<file path="config.mk">
export PLATFORM = sky130hd
export DESIGN_NAME = regfile_access_ctrl_flat
export DESIGN_NICKNAME = d
export VERILOG_FILES = /design/src/rtl/regfile_access_ctrl_if.sv /design/src/rtl/regfile_access_ctrl.sv /design/src/flat_wrapper.sv
export SDC_FILE = /design/constraint.sdc
export NUM_CORES = 1
export LEC_CHECK = 0
export CELL_PAD_IN_SITES_DETAIL_PLACEMENT = 1
export CELL_PAD_IN_SITES_GLOBAL_PLACEMENT = 1
export CORE_MARGIN = 5
export CORE_UTILIZATION = 28
export CTS_BUF_LIST = sky130_fd_sc_hd__clkbuf_4 sky130_fd_sc_hd__clkbuf_8
export DETAILED_ROUTE_END_ITERATION = 8
export PLACE_DENSITY_LB_ADDON = 0.15
export SLEW_MARGIN = 20
export SYNTH_ARGS = -nofsm -noshare
export SYNTH_HDL_FRONTEND = slang
export SYNTH_SLANG_ARGS = --single-unit
export TNS_END_PERCENT = 100
</file>
<file path="constraint.sdc">
create_clock -name clock -period 4.29 [get_ports clock]
set_input_delay 0.429 -clock clock [delete_from_list [all_inputs] [get_ports clock]]
set_output_delay 0.429 -clock clock [all_outputs]
set_load 0.02 [all_outputs]
</file>
<file path="src/rtl/regfile_access_ctrl_if.sv">
// Request/grant handshake between the decode/writeback stages and the register-file access controller.
// "master" is the requester side and "slave" is the controller side.
interface regfile_access_ctrl_if #(
    parameter int DataSize = 32,
    parameter int AddrSize = 5
);
    logic                rd_req;
    logic [AddrSize-1:0] rd_ra_addr;
    logic [AddrSize-1:0] rd_rb_addr;
    logic                rd_gnt;
    logic                rd_data_valid;

    logic                alu_wr_req;
    logic [AddrSize-1:0] alu_wr_addr;
    logic [DataSize-1:0] alu_wr_data;
    logic                alu_wr_gnt;

    logic                mem_wr_req;
    logic [AddrSize-1:0] mem_wr_addr;
    logic [DataSize-1:0] mem_wr_data;
    logic                mem_wr_gnt;

    modport master (
        output rd_req, rd_ra_addr, rd_rb_addr,
        output alu_wr_req, alu_wr_addr, alu_wr_data,
        output mem_wr_req, mem_wr_addr, mem_wr_data,
        input  rd_gnt, rd_data_valid, alu_wr_gnt, mem_wr_gnt
    );

    modport slave (
        input  rd_req, rd_ra_addr, rd_rb_addr,
        input  alu_wr_req, alu_wr_addr, alu_wr_data,
        input  mem_wr_req, mem_wr_addr, mem_wr_data,
        output rd_gnt, rd_data_valid, alu_wr_gnt, mem_wr_gnt
    );
endinterface

</file>
<file path="src/rtl/regfile_access_ctrl.sv">
// Arbitrates one operand fetch and two writeback sources onto the register file's single
// control port: one grant per cycle, round-robin writes, bounded write bursts ahead of a read.
module regfile_access_ctrl #(
    parameter int DataSize   = 32,
    parameter int AddrSize   = 5,
    parameter int WrBurstMax = 4
) (
    input  logic                clock,
    input  logic                reset,
    regfile_access_ctrl_if.slave req,
    output logic                enable_reg_fetch,
    output logic                enable_reg_write,
    output logic                do_reg_write,
    output logic [AddrSize-1:0] reg_ra_addr,
    output logic [AddrSize-1:0] reg_rb_addr,
    output logic [AddrSize-1:0] reg_rt_addr,
    output logic [DataSize-1:0] write_reg_data
);
    localparam logic [3:0] BurstLim = 4'(WrBurstMax);

    typedef enum logic [1:0] {IDLE, FETCH, WRITE} state_t;
    typedef enum logic {PTR_ALU, PTR_MEM} ptr_t;

    state_t     state;
    ptr_t       ptr;
    logic [3:0] streak;

    logic conflict;
    logic force_rd;
    logic any_wr;
    logic rd_win;
    logic wr_win;
    logic alu_sel;

    // A forced read must not overtake a write to one of its own source registers.
    always_comb begin
        conflict = 1'b0;
        if (req.alu_wr_req && (req.rd_ra_addr == req.alu_wr_addr || req.rd_rb_addr == req.alu_wr_addr))
            conflict = 1'b1;
        if (req.mem_wr_req && (req.rd_ra_addr == req.mem_wr_addr || req.rd_rb_addr == req.mem_wr_addr))
            conflict = 1'b1;
    end

    assign any_wr   = req.alu_wr_req || req.mem_wr_req;
    assign force_rd = (streak == BurstLim) && !conflict;
    assign rd_win   = !reset && req.rd_req && (!any_wr || force_rd);
    assign wr_win   = !reset && any_wr && !rd_win;
    assign alu_sel  = req.alu_wr_req && (!req.mem_wr_req || ptr == PTR_ALU);

    assign req.rd_gnt     = rd_win;
    assign req.alu_wr_gnt = wr_win && alu_sel;
    assign req.mem_wr_gnt = wr_win && !alu_sel;

    always_ff @(posedge clock) begin
        if (reset) begin
            state             <= IDLE;
            ptr               <= PTR_ALU;
            streak            <= '0;
            enable_reg_fetch  <= 1'b0;
            enable_reg_write  <= 1'b0;
            do_reg_write      <= 1'b0;
            reg_ra_addr       <= '0;
            reg_rb_addr       <= '0;
            reg_rt_addr       <= '0;
            write_reg_data    <= '0;
            req.rd_data_valid <= 1'b0;
        end else begin
            req.rd_data_valid <= (state == FETCH);
            enable_reg_fetch  <= rd_win;
            enable_reg_write  <= wr_win;
            do_reg_write      <= wr_win;
            reg_ra_addr       <= rd_win ? req.rd_ra_addr : '0;
            reg_rb_addr       <= rd_win ? req.rd_rb_addr : '0;
            reg_rt_addr       <= '0;
            write_reg_data    <= '0;

            if (rd_win) begin
                state <= FETCH;
            end else if (wr_win) begin
                state          <= WRITE;
                reg_rt_addr    <= alu_sel ? req.alu_wr_addr : req.mem_wr_addr;
                write_reg_data <= alu_sel ? req.alu_wr_data : req.mem_wr_data;
                ptr            <= alu_sel ? PTR_MEM : PTR_ALU;
            end else begin
                state <= IDLE;
            end

            // Saturates while a conflicting write keeps holding the read off.
            if (!req.rd_req || rd_win)
                streak <= '0;
            else if (wr_win && streak != BurstLim)
                streak <= streak + 4'd1;
        end
    end
endmodule
</file>
<file path="src/flat_wrapper.sv">
// flat-port wrapper written by rule: the top's interface ports become plain ports
module regfile_access_ctrl_flat 
#(
    parameter int DataSize   = 32,
    parameter int AddrSize   = 5,
    parameter int WrBurstMax = 4
)
  (clock, reset, enable_reg_fetch, enable_reg_write, do_reg_write, reg_ra_addr, reg_rb_addr, reg_rt_addr, write_reg_data, req_rd_req, req_rd_ra_addr, req_rd_rb_addr, req_alu_wr_req, req_alu_wr_addr, req_alu_wr_data, req_mem_wr_req, req_mem_wr_addr, req_mem_wr_data, req_rd_gnt, req_rd_data_valid, req_alu_wr_gnt, req_mem_wr_gnt);
  regfile_access_ctrl_if #(.DataSize(DataSize), .AddrSize(AddrSize)) req_i ();
  input  logic clock;
  input  logic reset;
  output logic enable_reg_fetch;
  output logic enable_reg_write;
  output logic do_reg_write;
  output logic [AddrSize-1:0] reg_ra_addr;
  output logic [AddrSize-1:0] reg_rb_addr;
  output logic [AddrSize-1:0] reg_rt_addr;
  output logic [DataSize-1:0] write_reg_data;
  input wire logic [$bits(req_i.rd_req)-1:0] req_rd_req;
  input wire logic [$bits(req_i.rd_ra_addr)-1:0] req_rd_ra_addr;
  input wire logic [$bits(req_i.rd_rb_addr)-1:0] req_rd_rb_addr;
  input wire logic [$bits(req_i.alu_wr_req)-1:0] req_alu_wr_req;
  input wire logic [$bits(req_i.alu_wr_addr)-1:0] req_alu_wr_addr;
  input wire logic [$bits(req_i.alu_wr_data)-1:0] req_alu_wr_data;
  input wire logic [$bits(req_i.mem_wr_req)-1:0] req_mem_wr_req;
  input wire logic [$bits(req_i.mem_wr_addr)-1:0] req_mem_wr_addr;
  input wire logic [$bits(req_i.mem_wr_data)-1:0] req_mem_wr_data;
  output wire logic [$bits(req_i.rd_gnt)-1:0] req_rd_gnt;
  output wire logic [$bits(req_i.rd_data_valid)-1:0] req_rd_data_valid;
  output wire logic [$bits(req_i.alu_wr_gnt)-1:0] req_alu_wr_gnt;
  output wire logic [$bits(req_i.mem_wr_gnt)-1:0] req_mem_wr_gnt;
  assign req_i.rd_req = req_rd_req;
  assign req_i.rd_ra_addr = req_rd_ra_addr;
  assign req_i.rd_rb_addr = req_rd_rb_addr;
  assign req_i.alu_wr_req = req_alu_wr_req;
  assign req_i.alu_wr_addr = req_alu_wr_addr;
  assign req_i.alu_wr_data = req_alu_wr_data;
  assign req_i.mem_wr_req = req_mem_wr_req;
  assign req_i.mem_wr_addr = req_mem_wr_addr;
  assign req_i.mem_wr_data = req_mem_wr_data;
  assign req_rd_gnt = req_i.rd_gnt;
  assign req_rd_data_valid = req_i.rd_data_valid;
  assign req_alu_wr_gnt = req_i.alu_wr_gnt;
  assign req_mem_wr_gnt = req_i.mem_wr_gnt;
  regfile_access_ctrl #(.DataSize(DataSize), .AddrSize(AddrSize), .WrBurstMax(WrBurstMax)) u_core (.clock(clock), .reset(reset), .req(req_i), .enable_reg_fetch(enable_reg_fetch), .enable_reg_write(enable_reg_write), .do_reg_write(do_reg_write), .reg_ra_addr(reg_ra_addr), .reg_rb_addr(reg_rb_addr), .reg_rt_addr(reg_rt_addr), .write_reg_data(write_reg_data));
endmodule
</file>
==> flow_metrics.py, run 1 <==
metrics = {
    "synth": {
        "synth_edf_count": 0,
        "yosysTopAreaCellShare_pct": 52.0,
        "synth_most_common_cell": "dfxtp_1",
        "ys_types": 29,
        "ys_seq_elements": 56,
        "async_flop_share_pct": 0,
        "syn_area_um2": 2160,
        "synth_commonest_cells": "56 x dfxtp_1, 42 x nor2_1, 37 x a22oi_1",
        "synth.largest_area_cell": "dfxtp_1",
        "synth_flop_cell": "dfxtp_1",
        "syn_area_per_cell_um2": 9.62,
        "synthesis.nets": 315,
        "synth_seq_area_share_pct": 52.0,
        "yosysWarningCount": 0,
        "synth_area_leaders": "dfxtp_1 52%, a22oi_1 13%, nor2_1 7.3%",
        "synthCells": 224,
    },
    "run": {
        "cap_violations": 0,
    },
    "timing": {
        "worstMarginPinSlew_ns": 0.424,
        "skew_ns": 0.00803,
        "setup_ws_ns": 1.08,
        "maxSlewHeadroom_pct": 71.8,
        "min_period_ns": 3.21,
        "finalHoldViolations": 0,
        "worst_hold_slack_ns": 0.391,
        "min_period_over_period_pct": 74.8,
        "drv_slew": 0,
        "finalSetupTns_ns": 0,
        "setup-violations-final": 0,
        "max_freq_ghz": 0.312,
        "rsz0062_at_grt": "false",
    },
    "finish": {
        "drive_gt1_share_pct": 4.68,
        "diodes": 0,
        "post-route-util_pct": 49.7,
        "fillCellCount": 861,
        "area_growth_pct": 75.3,
        "nets": 453,
    },
    "global_routing": {
        "antenna_found_initial": 0,
        "grt_max_degree": 38,
        "grt_pass1_vias": 2429,
        "grt-ovfl-total": 0,
        "track_usage_pct": 16.2,
        "grt_pass1_wl_mm": 12.5,
    },
    "clock_tree": {
        "clk_pin_slew_ns": 0.09,
        "cts-root-buf": "clkbuf_8",
        "postCtsSetupBuffers": 0,
        "ctsHoldBuffers": 0,
        "clock_latency_ns": 0.30,
        "cts_buffer_depth": 2,
        "cts_tree": "built",
        "clkSinkCount": 56,
        "cts_buffers": 5,
        "h-tree-depth": 2,
        "cts.repair.resized": 0,
    },
    "power": {
        "internal-power_mw": 0.882,
        "finalPower_mw": 1.19,
        "combPwrFrac_pct": 24.0,
        "pwr_density_cell_nw_per_um2": 314,
        "p_leak_nw": 1.40,
        "clockPowerShare_pct": 29.4,
        "peakVddDrop_mv": 0.132,
        "seqPwrFrac_pct": 46.7,
        "switching_share_pct": 25.7,
        "p_sw_mw": 0.305,
    },
    "routing": {
        "via_per_inst": 4.60,
        "final_antenna_net_count": 0,
        "wl_per_cell_um": 16.8,
        "drc": 0,
        "drt_iter0_markers": 76,
        "drtPass1Iterations": 4,
        "finalWirelength_mm": 7.79,
        "vias": 2141,
    },
    "floorplan": {
        "core_area_um2": 7610,
        "die-height_um": 97.7,
        "die_width_um": 97.7,
        "initial_utilization_pct": 28.3,
        "pin_count": 143,
        "row_count": 32,
        "dieArea_um2": 9550,
    },
    "placed_design": {
        "portBuffers": 142,
        "place_congestion": 0.751,
        "dp_hpwl_mm": 5.98,
        "place_worst_setup_slack_ns": 1.16,
    },
    "min_path": {
        "min_path_type": "reg -> reg",
    },
    "setup_path": {
        "worst_ep_required_time_ns": 3.86,
        "startpoint_type": "input port",
        "cp-end-kind": "output pin",
        "worstPathArrival_ns": 2.78,
        "crit_path_max_fanout": 3,
        "critical_path_class": "in -> out",
    },
    "outcome": {
        "status": "completed",
    },
}
[layout make-up]
class | count | area [um^2] | area share (%)
timing repair buffer | 146 | 1450 | 38.4
inverter | 4 | 15.0 | 0.397
multi-input combinational | 149 | 952 | 25.2
sequential | 56 | 1120 | 29.7
clock buffer | 6 | 76.3 | 2.02
clock inverter | 2 | 35.0 | 0.927
tap | 102 | 128 | 3.38
[kinds of logic (layout without fill, tap and decap cells)]
| group | after synthesis | in the layout | synth area share (%) |
|---|---|---|---|
| flops | 56 | 56 | 52.0 |
| fa+ha+maj | 2 | 2 | 1.16 |
| xor+xnor | 22 | 22 | 8.94 |
| compound gates | 48 | 48 | 16.4 |
| buf+inv | 19 | 158 | 4.35 |
| simple gates | 77 | 77 | 17.2 |
[final timing paths]
kind                                          from                       end  slack (ns)  depth (start not counted)
worst max-delay path            req_mem_wr_addr[1]            req_mem_wr_gnt        1.08                          8
worst min-delay path               u_core.state[1]  u_core.req.rd_data_valid        0.39                          1
worst max register to register    u_core.streak[0]     u_core.reg_rt_addr[0]        2.17                          9
worst min register to register     u_core.state[1]  u_core.req.rd_data_valid        0.39                          1
[power groups by stage]
stage	logic (mW)	clock network, mW	registers, mW
3_3_place_gp	0.282	0	0.565
2_1_floorplan	0.0853	0	0.599
5_1_grt	0.305	0.383	0.557
4_1_cts	0.289	0.365	0.555
6_report	0.285	0.349	0.554
3_5_place_dp	0.285	0	0.567
[worst max-delay path: stages]
cell and delay (ns):
clkdlybuf4s50_1 0.48, xor2_1 0.20, nor4_1 0.32, and3_2 0.29, nor3_1 0.07, a21o_1 0.23, nor2b_1 0.14, clkdlybuf4s50_1 0.63
[stage by stage]
| stage | cell area, um^2 | std cells |
|---|---|---|
| 2_1_floorplan | 2160 | 224 |
| 3_3_place_gp | 3670 | 457 |
| 3_5_place_dp | 3670 | 457 |
| 4_1_cts | 3780 | 465 |
| 5_1_grt | 3780 | 465 |
| 6_report | 3780 | 465 |
[registers in the layout, summed over array words and instances (netlist names)]
name and cells:
u_core.ptr 1, u_core.req.rd_data_valid 1, u_core.write_reg_data 32, u_core.state 1, u_core.streak 4, u_core.reg_rb_addr 5, u_core.enable_reg_fetch 1, u_core.reg_rt_addr 5
u_core.enable_reg_write 1, u_core.reg_ra_addr 5
[metal layers]
layer  global-route usage (%)  up-vias  wire length, um
met2                     29.0       77             4050
li1                         -     1045                -
met4                     3.19        0               52
met3                     5.86        5              542
met1                     18.6     1014             3150
met5                        0        -                0
[placed cells by master (no fill, tap or decap), drive strengths merged, types with 2 or more instances in the layout]
master,n
clkdlybuf4s50,142
dfxtp,56
nor2,42
a22oi,37
xnor2,17
and2,11
nand2,8
clkbuf,6
xor2,5
inv,4
nand4,4
buf,4
nor3,3
nor2b,3
nor4,3
o21ai,3
o22ai,2
a21oi,2
ha,2
(Power assumes the default switching activity.)
==> run 2: changes to the inputs <==
- CORE_UTILIZATION: 28 -> 23
- clock period: 4.29 -> 2.9 ns (I/O delays scaled with it)
==> flow_metrics.py, run 2 (synthesized netlist as in run 1, its figures left out) <==
metrics = {
    "routing": {
        "drtPass1Iterations": 4,
        "via_per_inst": 4.46,
        "drc": 0,
        "wl_per_cell_um": 16.2,
        "final_antenna_net_count": 0,
        "vias": 2137,
        "drt_iter0_markers": 65,
        "finalWirelength_mm": 7.76,
    },
    "run": {
        "cap_violations": 0,
    },
    "floorplan": {
        "pin_count": 143,
        "initial_utilization_pct": 23.4,
        "die-height_um": 107,
        "row_count": 35,
        "core_area_um2": 9200,
        "dieArea_um2": 11400,
        "die_width_um": 107,
    },
    "global_routing": {
        "grtUsageMet3_pct": 5.36,
        "grt_busiest_layer": "met2",
        "grt_use_met2_pct": 22.4,
        "antenna_found_initial": 0,
        "grt_pass1_wl_mm": 12.1,
        "groute.layer.met1.usage_pct": 16.4,
        "grt_pass1_vias": 2244,
        "track_usage_pct": 13.4,
        "grt_max_degree": 38,
        "grt-ovfl-total": 0,
    },
    "finish": {
        "layout_commonest_cell": "clkdlybuf4s50_1",
        "diodes": 0,
        "drive_gt1_share_pct": 5.98,
        "final_cell_mix": "140 x clkdlybuf4s50_1, 56 x dfxtp_1, 42 x nor2_1, 37 x a22oi_1, 17 x xnor2_1",
        "fillCellCount": 1086,
        "nets": 458,
        "top_register": "u_core.write_reg_data",
        "largest_reg_flops": 32,
        "finalNonFillerCells": 479,
        "area_growth_pct": 77.1,
    },
    "timing": {
        "skew_ns": 0.00347,
        "setup-violations-final": 0,
        "min_period_over_period_pct": 93.3,
        "min_period_ns": 2.71,
        "drv_slew": 0,
        "worstMarginPinSlew_ns": 0.540,
        "max_freq_ghz": 0.369,
        "rsz0062_at_grt": "false",
        "worst_hold_slack_ns": 0.395,
        "finalHoldViolations": 0,
        "finalSetupTns_ns": 0,
        "maxSlewHeadroom_pct": 63.7,
    },
    "setup_path": {
        "critical_path_class": "in -> out",
        "crit_path_max_fanout": 3,
        "cpPeakStageDelay_ns": 0.67,
        "cpMostUsedCell": "clkdlybuf4s50_1",
        "crit_path_top_delay_cell": "clkdlybuf4s50_1",
        "cp_cell_sequence": "clkdlybuf4s50_1 -> xor2_1 -> nor4_1 -> and3_2 -> buf_4 -> nor4_4 -> clkdlybuf4s50_1",
        "cp_num_buf_inv": 3,
        "cp-end-kind": "output pin",
        "crit_family": "buffers and inverters",
        "worstPathArrival_ns": 2.42,
        "worst_ep_required_time_ns": 2.61,
        "rrSetupSlack_ns": 0.83,
        "startpoint_type": "input port",
    },
    "clock_tree": {
        "cts_tree": "built",
        "cts_buffers": 5,
        "cts_buffer_depth": 2,
        "postCtsSetupBuffers": 0,
        "clkSinkCount": 56,
        "clk_pin_slew_ns": 0.10,
        "h-tree-depth": 2,
        "clock_latency_ns": 0.30,
        "ctsHoldBuffers": 0,
        "cts-root-buf": "clkbuf_8",
    },
    "outcome": {
        "status": "completed",
    },
    "power": {
        "p_leak_nw": 1.45,
        "peakVddDrop_mv": 0.183,
        "finalPower_mw": 1.70,
        "pwr_density_cell_nw_per_um2": 444,
    },
    "min_path": {
        "min_path_type": "reg -> reg",
    },
    "placed_design": {
        "dp_hpwl_mm": 6.07,
        "place_congestion": 0.755,
        "dp_cells": 471,
        "portBuffers": 142,
    },
}
-- run 2: layout make-up --
cell class / instances / area, um^2 / area share (%)
Clock buffer: 7 / 90.1 / 2.36
Clock inverter: 1 / 7.51 / 0.197
Inverter: 4 / 15.0 / 0.393
Multi-Input combinational cell: 149 / 952 / 24.9
Sequential cell: 56 / 1120 / 29.4
Tap cell: 111 / 139 / 3.64
Timing Repair Buffer: 151 / 1490 / 39.1
-- run 2: stage by stage --
| stage | cell area, um^2 | utilization, % | worst slack (ns) |
|---|---|---|---|
| after floorplan | 2160 | - | 0.930 |
| after global placement | 3720 | 40.4 | 0.132 |
| after detailed placement | 3720 | 40.4 | 0.132 |
| after CTS | 3810 | 41.5 | 0.116 |
| after global routing | 3820 | 41.5 | 0.0436 |
| final | 3820 | 41.5 | 0.193 |
-- run 2: path summary, 6_finish.rpt --
path,end,start,depth (start not counted)
max,req_rd_gnt,req_mem_wr_addr[4],7
min,u_core.req.rd_data_valid,u_core.state[1],1
max reg2reg,u_core.reg_rt_addr[0],u_core.streak[0],9
min reg2reg,u_core.req.rd_data_valid,u_core.state[1],1
-- run 2: where the power goes --
part,switching (mW),internal [mW]
clock network,0.251,0.204
registers,0.0110,0.809
logic,0.189,0.233
-- run 2: timing repair --
| item | CTS | global route |
|---|---|---|
| endpoints found under the setup margin | 0 | 2 |
| endpoints found under the hold margin | 0 | 0 |
| resized for setup | 0 | 2 |
-- run 2: metal layers --
metal  wire, um  part of all wire [%]
met2       3740                    48
met3        718                   9.3
met4         57                  0.73
met5          0                     0
met1       3240                    42
